===== config.mk =====
export PLATFORM = sky130hd
export DESIGN_NAME = iter_shift_unit
export DESIGN_NICKNAME = d
export VERILOG_FILES = /design/src/rtl/shift_pkg.sv /design/src/rtl/iter_shift_step.sv /design/src/rtl/iter_shift_unit.sv
export SDC_FILE = /design/constraint.sdc
export NUM_CORES = 1
export LEC_CHECK = 0
export ABC_AREA = 0
export CAP_MARGIN = 10
export CORE_MARGIN = 4
export CORE_UTILIZATION = 45
export DETAILED_ROUTE_END_ITERATION = 10
export HOLD_SLACK_MARGIN = 0.06
export PLACE_DENSITY = 0.75
export RECOVER_POWER = 50
export REMOVE_ABC_BUFFERS = 1
export SETUP_SLACK_MARGIN = 0.2
export SLEW_MARGIN = 10
export SYNTH_ARGS = -nofsm -noshare
export SYNTH_HDL_FRONTEND = slang
export SYNTH_SLANG_ARGS = --single-unit
export TNS_END_PERCENT = 30

===== constraint.sdc =====
create_clock -name CLK -period 1.9 [get_ports CLK]
set_clock_uncertainty 0.1 [all_clocks]
set_input_delay 0.19 -clock CLK [delete_from_list [all_inputs] [get_ports CLK]]
set_output_delay 0.19 -clock CLK [all_outputs]
set_load 0.005 [all_outputs]

===== src/rtl/shift_pkg.sv =====
// Shared encodings for the iterative shift unit.
// Mode codes, FSM states and the effective-count helper.
package shift_pkg;

  localparam logic [2:0] FUN_LSR = 3'b000;
  localparam logic [2:0] FUN_LSL = 3'b001;
  localparam logic [2:0] FUN_ASR = 3'b010;
  localparam logic [2:0] FUN_ROR = 3'b011;
  localparam logic [2:0] FUN_ROL = 3'b100;

  typedef enum logic {
    ST_IDLE  = 1'b0,
    ST_SHIFT = 1'b1
  } state_t;

  function automatic logic is_reserved(
    input logic [2:0] mode
  );
    is_reserved = (mode > FUN_ROL);
  endfunction

  // Shifts saturate at the width; rotates wrap.
  function automatic int unsigned eff_amt(
    input logic [2:0]  mode,
    input int unsigned shamt,
    input int unsigned width
  );
    eff_amt = 0;
    unique case (mode)
      FUN_LSR, FUN_LSL, FUN_ASR:
        eff_amt = (shamt > width) ? width : shamt;
      FUN_ROR, FUN_ROL:
        eff_amt = shamt % width;
      default:
        eff_amt = 0;
    endcase
  endfunction

endpackage


===== src/rtl/iter_shift_step.sv =====
// One-position shift/rotate step.
// Reserved modes produce zero with no carry.
module iter_shift_step
  import shift_pkg::*;
#(
  parameter int WIDTH = 8
) (
  input  logic [2:0]       mode,
  input  logic [WIDTH-1:0] w,
  output logic [WIDTH-1:0] w_next,
  output logic             carry
);

  always_comb begin
    w_next = '0;
    carry  = 1'b0;
    unique case (mode)
      FUN_LSR: begin
        carry  = w[0];
        w_next = {1'b0, w[WIDTH-1:1]};
      end
      FUN_LSL: begin
        carry  = w[WIDTH-1];
        w_next = {w[WIDTH-2:0], 1'b0};
      end
      FUN_ASR: begin
        carry  = w[0];
        w_next = {w[WIDTH-1], w[WIDTH-1:1]};
      end
      FUN_ROR: begin
        carry  = w[0];
        w_next = {w[0], w[WIDTH-1:1]};
      end
      FUN_ROL: begin
        carry  = w[WIDTH-1];
        w_next = {w[WIDTH-2:0], w[WIDTH-1]};
      end
      default: begin
        carry  = 1'b0;
        w_next = '0;
      end
    endcase
  end

endmodule


===== src/rtl/iter_shift_unit.sv =====
// Multi-position shift/rotate unit, one bit per clock.
// Start/busy/done handshake with synchronous abort.
module iter_shift_unit
  import shift_pkg::*;
#(
  parameter int WIDTH   = 8,
  parameter int SHAMT_W = 4
) (
  input  logic               CLK,
  input  logic               RST,
  input  logic               Shift_Enable,
  input  logic               Shift_Clear,
  input  logic [2:0]         ALU_FUN,
  input  logic [WIDTH-1:0]   A,
  input  logic [SHAMT_W-1:0] SHAMT,
  output logic               Busy,
  output logic [WIDTH-1:0]   Shift_OUT,
  output logic               Carry_OUT,
  output logic               Shift_Flag
);

  localparam int CLG  = $clog2(WIDTH + 1);
  localparam int CNT_W = (SHAMT_W > CLG) ? SHAMT_W : CLG;

  state_t           state;
  state_t           state_n;
  logic [WIDTH-1:0] work;
  logic [WIDTH-1:0] w_next;
  logic             carry;
  logic             c_next;
  logic [CNT_W-1:0] cnt;
  logic [2:0]       mode;
  logic             start;
  logic             finish;
  logic             step;

  iter_shift_step #(
    .WIDTH (WIDTH)
  ) u_step (
    .mode   (mode),
    .w      (work),
    .w_next (w_next),
    .carry  (c_next)
  );

  always_comb begin
    state_n = state;
    start   = 1'b0;
    finish  = 1'b0;
    step    = 1'b0;
    unique case (state)
      ST_IDLE: begin
        if (Shift_Enable && !Shift_Clear) begin
          start   = 1'b1;
          state_n = ST_SHIFT;
        end
      end
      ST_SHIFT: begin
        if (Shift_Clear) begin
          state_n = ST_IDLE;
        end else if (cnt == '0) begin
          finish  = 1'b1;
          state_n = ST_IDLE;
        end else begin
          step = 1'b1;
        end
      end
      default: state_n = ST_IDLE;
    endcase
  end

  always_ff @(posedge CLK or posedge RST) begin
    if (RST) begin
      state      <= ST_IDLE;
      work       <= '0;
      carry      <= 1'b0;
      cnt        <= '0;
      mode       <= FUN_LSR;
      Shift_OUT  <= '0;
      Carry_OUT  <= 1'b0;
      Shift_Flag <= 1'b0;
    end else begin
      state      <= state_n;
      Shift_Flag <= finish;
      if (start) begin
        // Reserved modes start from zero so they complete as a zero result.
        work  <= is_reserved(ALU_FUN) ? '0 : A;
        mode  <= ALU_FUN;
        carry <= 1'b0;
        cnt   <= CNT_W'(eff_amt(ALU_FUN, 32'(SHAMT), WIDTH));
      end else if (step) begin
        work  <= w_next;
        carry <= c_next;
        cnt   <= cnt - CNT_W'(1);
      end
      if (finish) begin
        Shift_OUT <= work;
        Carry_OUT <= carry;
      end
    end
  end

  assign Busy = (state == ST_SHIFT);

endmodule


[After elaboration in Yosys (flattened, before gate mapping)]
Index checks and enable logic that the tools add are counted.
Word-level totals
  word-level logic and storage cells: 53
  register bits: 27
Operators by class
  order comparisons: 2
  equality and inequality tests: 9
  bitwise gates (word level): 1
  muxes and demuxes: 20
  add/sub/neg operators: 1
  reductions and logical operators: 11
Operator list (number)
  8-bit one-hot mux with 5 select lines: 1
  8-bit 2-to-1 mux: 3
  3-bit by 2-bit == test with 1-bit output, second input constant: 4
  4-bit 2-to-1 mux: 3
  1-bit 2-to-1 mux: 10
  4-bit one-hot mux with 2 select lines: 1
  3-bit by 1-bit == test with 1-bit output, second input constant: 2
  3-bit == test, second input constant: 2
  3-bit zero test: 2
  3-bit OR reduction: 2
  4-bit > comparator, second input constant: 1
  4-bit zero test: 1
  1-bit one-hot mux with 2 select lines: 2
  2-bit OR reduction: 2
  4-bit by 1-bit subtractor with 4-bit output, second input constant: 1
  3-bit > comparator, second input constant: 1
  2-bit != test, second input constant: 1
  2-bit AND reduction: 1
  2-bit nonzero test: 1
  1-bit logical AND: 1
  1-bit zero test: 1
  1-bit inverter: 1

[Longest topological paths before layout]
Gate-level depths: netlist of the first run.
  depth after elaboration: 6
  gate-level depth with buffers: 8
  gate-level depth less buffers: 7

[Hierarchy]
From an unflattened synthesis of the first run, not the netlist that was laid out.
Unflattened totals
  cell total of the unflattened synthesis: 135
  area, all modules: 1410.1 µm²
Modules (own cells, without submodules)
  iter_shift_unit: sequential area each 675.6 µm², area each 1256.2 µm², cells each 115, instances 1
  iter_shift_step: sequential area each 0.0 µm², area each 153.9 µm², cells each 20, instances 1

[Worst setup path before layout of the first run]
Ideal clock, no wire load.
  path type: register to register
  start: register cnt[0]
  end: register work[7]
  cell stages (with the launch flop): 9
  period minus slack after synthesis: 1.873 ns
  arrival: 1.648 ns
  data required time: 1.675 ns
  slack: 0.027 ns
  cells stage by stage: dfrtp_1 -> inv_1 -> ha_1 -> nor3b_2 -> a211o_1 -> buf_6 -> inv_4 -> o41a_2 -> mux2_4
Between the ends
  word-level cells in the longest chain between the ends: 6
RTL lines
  start: declaration: RTL line iter_shift_unit.sv:31  | logic [CNT_W-1:0] cnt;
  start signal: assignment: RTL line iter_shift_unit.sv:90  | cnt <= CNT_W'(eff_amt(ALU_FUN, 32'(SHAMT), WIDTH));
  start signal: assignment: RTL line iter_shift_unit.sv:94  | cnt <= cnt - CNT_W'(1);
  4-bit zero test: RTL line iter_shift_unit.sv:61  | end else if (cnt == '0) begin
  1-bit 2-to-1 mux: RTL line iter_shift_unit.sv:61
  1-bit 2-to-1 mux: RTL line iter_shift_unit.sv:59  | if (Shift_Clear) begin
  1-bit 2-to-1 mux: RTL line iter_shift_unit.sv:51  | unique case (state)
  2-bit nonzero test (no source line)
  2-bit AND reduction (no source line)
  end signal: assignment: RTL line iter_shift_unit.sv:87  | work <= is_reserved(ALU_FUN) ? '0 : A;
  end signal: assignment: RTL line iter_shift_unit.sv:92  | work <= w_next;
  end: declaration: RTL line iter_shift_unit.sv:27  | logic [WIDTH-1:0] work;
Every way passes these cells.
A chain may end at the register's enable or synchronous reset.

[Final worst setup path of the first run]
Ends and elaborated chain as after synthesis.

==> flow_summary.yaml, run 1 <==
status:
  status: "finished, final reports clean"
sta:
  hold_viol: 0
  fmax_mhz: 553.6
  period_needed_ns: 1.807
  rsz0062_at_grt: "yes"
  max_slew_margin_pct: 5.407
  worst_pin_slew_ns: 1.419
  min_period_over_period_pct: 95.08
  setup_viol: 0
  slew_viol_final: 0
  tns_ns: 0
setup_path:
  worst-path-max-fanout: 3
  critPathArrivalTime_ns: 1.94
  critical_path.cell_chain: "inv_1, ha_2, nor3b_4, a211o_1, inv_4, o41a_4, mux2_4"
  critPathLaunchType: "register"
  critPathMaxStageDelay_ns: 0.39
  cp_slowest_cell: "dfrtp_1"
  crit_path_end_kind: "register"
  cp_data_required_time_ns: 2.03
  path_class: "reg -> reg"
synthesis:
  synth.most_common_cell: "dfrtp_1"
  yosys.area.top_type: "dfrtp_1"
  async_flop_share_pct: 100.0
  synth_compound_area_share_pct: 17.77
  synth_area_sq_um: 1366
  ys_seq_elements: 27
  synth_top_cell_area_share_pct: 49.45
  synth_cell_type_count: 35
  synth_xor_area_share_pct: 1.923
  synth_top_family_by_area: "compound AO/OA/AOI/OAI gates"
  syn_area_per_cell_sq_um: 10.93
  yosysSeqAreaShare_pct: 49.45
  muxShareOfSynthArea_pct: 12.45
  synth_edf_count: 0
  synthFlopType: "dfrtp_1"
  yosys.area_share.adder_pct: 0.9158
  yosys-top-cells-count: "27 x dfrtp_1, 13 x o21ai_0, 12 x a22oi_1, 12 x mux2_2, 9 x nand2_1"
  ys_top_cells_by_area: "dfrtp_1 49%, mux2_2 9.9%, a22oi_1 6.6%, o21ai_0 4.8%, nand2_1 2.5%"
  yosys.area_share.simple_pct: 13.46
  yosys_warnings: 0
  syn_inst: 125
route:
  vias_per_cell: 5.843
  routedWlPerCell_um: 16.41
  drt_iter0_markers: 46
  remaining_drc_errors: 0
  vias: 1151
  routed_wl_um: 3232
  drt_first_pass_iters: 4
  antenna_left: 0
die:
  io_pins: 30
  core-area_sq_um: 2829
  dieWidth_um: 63.10
  die_h_um: 63.10
  initial_core_util_pct: 48.30
  dieArea_sq_um: 3982
  rows: 19
global_route:
  overflow: 0
  grt_start_max_net_pins: 28
  antenna_found_initial: 0
  grt_usage_pct: 16.95
  grt_pass1_wl_um: 5354
  grt_pass1_vias: 1139
clock_network:
  clock_path_buffers: 2
  cts_max_level: 1
  cts-buffers-inserted: 3
  cts_root_buf: "clkbuf_4"
  cts.sinks: 27
  clk_pin_slew_ns: 0.14
  cts_tree: "built"
  ctsHoldBuffers: 0
  insertion_delay_ns: 0.33
power_and_ir_drop:
  p_leak_uw: 0.0008076
  p_sw_uw: 642.3
  max-vdd-ir-drop_uv: 623.7
  p_total_uw: 1967
  power_density_nw_per_um2: 1069
  clkPwrFrac_pct: 12.8
  power.internal_uw: 1325
  pwr-share-comb_pct: 41.4
  pwr-share-seq_pct: 45.8
  sw_frac_of_total_pct: 32.66
layout:
  instances_no_fill: 197
  fin_nets: 187
  fillCellCount: 230
  drive_gt1_share_pct: 22.29
  area_growth_pct: 34.62
  antenna_cells: 0
  final_area_sq_um: 1839
place:
  dp.final_hpwl_um: 2333
  io_buffers: 29
  placed_area_sq_um: 1734
  place.gp.congestion: 0.8639
  dp_cells: 188
flow_run:
  max_cap_violations: 0
min_path:
  hold_path.class: "in -> reg"
==> final cells by class <==
class	instances	area (sq um)	share of cell area, %
Multi-Input combinational cell	87	676.9	36.80
Sequential cell	27	675.6	36.73
Timing Repair Buffer	41	389.1	21.16
Tap cell	31	38.79	2.109
Inverter	7	28.78	1.565
Clock buffer	3	22.52	1.224
Clock inverter	1	7.507	0.4082
==> stage by stage <==
| step | hold WS [ns] | utilization [%] | setup WS [ns] |
|---|---|---|---|
| after floorplan | 0.1427 | - | 0.01025 |
| after global placement | 0.3736 | 61.30 | 0.1136 |
| after detailed placement | 0.3834 | 61.30 | 0.02749 |
| after CTS | 0.1043 | 64.18 | 0.1218 |
| after global routing | 0.2870 | 65.02 | 0.06331 |
| final | 0.3026 | 65.02 | 0.09350 |
==> layer usage <==
metal  global-route usage, %  wire [um]
met5                       0          0
met4                   8.815         60
met3                   3.375        165
met2                   27.54       1685
met1                   21.26       1320
==> power by group through the flow <==
stage	logic (uW)	clock network [uW]	registers, uW
5_1_grt	895	288	931
3_5_place_dp	696	0	905
6_report	815	251	901
2_1_floorplan	388	0	878
3_3_place_gp	674	0	894
4_1_cts	769	260	897
==> state kept, by name, indices dropped and copies added (netlist names) <==
register	count
mode	3
Busy	1
Carry_OUT	1
Shift_Flag	1
work	8
cnt	4
carry	1
Shift_OUT	8
==> worst paths after layout <==
kind / cells after the start / slack [ns] / end / from
setup / recovery: 7 / 0.09 / work[7]$_DFFE_PP0P_ / cnt[0]$_DFFE_PP0P_
hold / removal: 3 / 0.30 / cnt[2]$_DFFE_PP0P_ / SHAMT[2]
setup reg to reg: 7 / 0.09 / work[7]$_DFFE_PP0P_ / cnt[0]$_DFFE_PP0P_
hold reg to reg: 2 / 0.41 / carry$_DFFE_PP0P_ / carry$_DFFE_PP0P_
max in group asynchronous: 3 / 0.36 / Shift_OUT[4]$_DFFE_PP0P_ / RST
min in group asynchronous: 3 / 0.52 / work[7]$_DFFE_PP0P_ / RST
==> worst max-delay path, delay by kind of cell, from the launching register on <==
kind                     cells  cell delay, ns
multiplexers                 1            0.29
adder cells (fa/ha/maj)      1            0.17
AO/OA/AOI/OAI                2            0.48
AND/OR/NAND/NOR              1            0.15
flip-flops                   1            0.39
buffers and inverters        2            0.14
==> timing repair <==
item / CTS / global route
pin swaps: 2 / 2
resized for setup: 8 / 6
endpoints found under the setup margin: 12 / 13
setup buffers: 3 / 2
==> cell usage in the layout (no fill, tap or decap), types with 4 or more instances in the layout <==
cell type	Yosys	final
a22oi_1	12	10
buf_4	0	8
o21ai_1	1	5
dfrtp_1	27	27
inv_1	6	6
a21oi_1	4	4
mux2_2	12	12
nand2_1	9	9
clkdlybuf4s50_1	0	28
o21ai_0	13	9
==> cell families (layout without fill, tap and decap cells) <==
family          count (synthesis)  count (layout)
compound gates                 38              38
simple gates                   30              30
flops                          27              27
mux                            15              15
buf+inv                        11              52
xor+xnor                        3               3
fa+ha+maj                       1               1
(Power assumes the default switching activity.)
==> run 2, diff against run 1 <==
- DONT_BUFFER_PORTS: not set -> 1
- PLACE_DENSITY: 0.75 -> not set
==> run 2 against run 1 <==
Sequential cell count is the same. Die area is the same. Power shrank 8.6%. Sequential power grew 2.6%. Non-clock buffer count shrank 12. Core utilization shrank 4.3 points. Worst hold slack lost 0.19 ns. Clock-buffer cell count grew 1. Combinational power shrank 22%. Clock power shrank 4%. Largest power group unchanged. Highest routed layer unchanged.
==> flow_summary.yaml, run 2 (synthesis gave the netlist of run 1 again) <==
die:
  die_h_um: 63.10
  io_pins: 30
  dieArea_sq_um: 3982
  dieWidth_um: 63.10
  rows: 19
  initial_core_util_pct: 48.30
  core-area_sq_um: 2829
sta:
  fmax_mhz: 558.2
  tns_ns: 0
  setup_viol: 0
  max_slew_margin_pct: 58.68
  period_needed_ns: 1.791
  rsz0062_at_grt: "yes"
  min_period_over_period_pct: 94.29
  worst_pin_slew_ns: 0.6198
  hold_viol: 0
  slew_viol_final: 0
power_and_ir_drop:
  p_sw_uw: 610.4
  max-vdd-ir-drop_uv: 713.0
  pwr-share-seq_pct: 51.4
  pwr-share-comb_pct: 35.2
  p_leak_uw: 0.0007674
  clkPwrFrac_pct: 13.4
  power_density_nw_per_um2: 1047
  sw_frac_of_total_pct: 33.96
  power.internal_uw: 1187
clock_network:
  insertion_delay_ns: 0.32
  cts_tree: "built"
  cts_root_buf: "clkbuf_4"
  cts.sinks: 27
  clk_pin_slew_ns: 0.13
  cts-buffers-inserted: 3
  clock_path_buffers: 2
  cts_max_level: 1
global_route:
  grt_start_max_net_pins: 27
  grt_pass1_vias: 1113
  grt_usage_pct: 16.66
  grt_pass1_wl_um: 5292
  antenna_found_initial: 0
  overflow: 0
min_path:
  hold_path.class: "in -> reg"
  min_from: "Shift_Clear"
route:
  routed_wl_um: 3075
  vias_per_cell: 5.811
  vias: 1075
  remaining_drc_errors: 0
  drt_iter0_markers: 49
  drt_first_pass_iters: 5
  antenna_left: 0
  routedWlPerCell_um: 16.62
setup_path:
  critPathArrivalTime_ns: 1.91
  cp-startpoint: "cnt[0]$_DFFE_PP0P_"
  r2r_start: "cnt[0]$_DFFE_PP0P_"
  critPathLaunchType: "register"
  path_class: "reg -> reg"
  cp_data_required_time_ns: 2.02
  worst-path-max-fanout: 3
  crit_path_end_kind: "register"
  r2r_slack_ns: 0.11
layout:
  fin_nets: 175
  final_cell_mix: "27 x dfrtp_1, 18 x dlygate4sd3_1, 12 x mux2_2, 11 x o21ai_0, 11 x a22oi_1"
  area_growth_pct: 25.64
  reg.largest.list: "Shift_OUT x8, work x8, cnt x4"
  drive_gt1_share_pct: 25.32
  antenna_cells: 0
  final_common_cell: "dfrtp_1"
  utilization_pct: 60.68
flow_run:
  max_cap_violations: 0
place:
  io_buffers: 0
  dp.final_hpwl_um: 2130
  place.gp.congestion: 0.8113
status:
  status: "finished, final reports clean"
run 2: cell count changes in the layout (fill, tap and decap cells not counted), moves of 2 or more:
| cell | change |
|---|---|
| o21ai_1 | -2 |
| dlygate4sd3_1 | +17 |
| o21ai_0 | +2 |
| clkdlybuf4s50_1 | -28 |
run 2: critical path, cell delays in order (launching register included):
cell     delay (ns)
dfrtp_1        0.38
inv_1          0.05
ha_2           0.18
nor3b_4        0.15
a211o_1        0.32
inv_4          0.07
o41a_2         0.14
mux2_4         0.29
run 2: repair_timing:
action                                 CTS  global route
hold buffers                            18             0
resized for setup                        5             8
setup endpoints to repair               12            13
pin swaps                                2             1
endpoints found under the hold margin   42             0
setup buffers                            3             0
run 2: path summary, 6_finish.rpt:
kind                                            end  depth (start not counted)
worst max-delay path            work[7]$_DFFE_PP0P_                          7
worst min-delay path             cnt[1]$_DFFE_PP0P_                          3
worst max register to register  work[7]$_DFFE_PP0P_                          7
worst min register to register    carry$_DFFE_PP0P_                          2
max in group asynchronous        cnt[1]$_DFFE_PP0P_                          3
min in group asynchronous        cnt[2]$_DFFE_PP0P_                          3
run 2: power groups by stage:
stage	Combinational [uW]	Sequential (uW)	Clock (uW)
floorplan	388	878	0
global placement	480	923	0
detailed placement	497	929	0
CTS	597	913	251
global route	699	955	275
finish	632	924	242
run 2: metrics by stage:
stage	hold slack, ns	instances	setup WS (ns)	cell area, sq um	power, uW
after global routing	0.1093	185	0.05501	1717	1929
after floorplan	0.1427	121	0.01025	1340	1265
final	0.1142	185	0.1085	1717	1797
after detailed placement	-0.1695	160	0.04985	1439	1426
after CTS	0.1013	185	0.1389	1689	1761
after global placement	-0.1703	160	0.1092	1439	1402
run 2: layout make-up:
cell class / instances / area, sq um
flip-flops and latches: 27 / 675.6
well taps: 31 / 38.79
multi-input cells: 87 / 683.2
clock buffers: 4 / 26.28
repair buffers: 29 / 264.0
inverters: 7 / 28.78
fillers: 249 / 1112
run 2: layer usage:
metal  part of all wire, %  global-route usage, %  vias to the layer above  routed length, um
li1                      -                      -                      512                  -
met5                     0                      0                        -                  0
met2                    51                  28.06                       23               1561
met3                   4.4                  4.263                        2                135
met4                  0.55                  3.306                        0                 17
met1                    44                  21.67                      538               1360
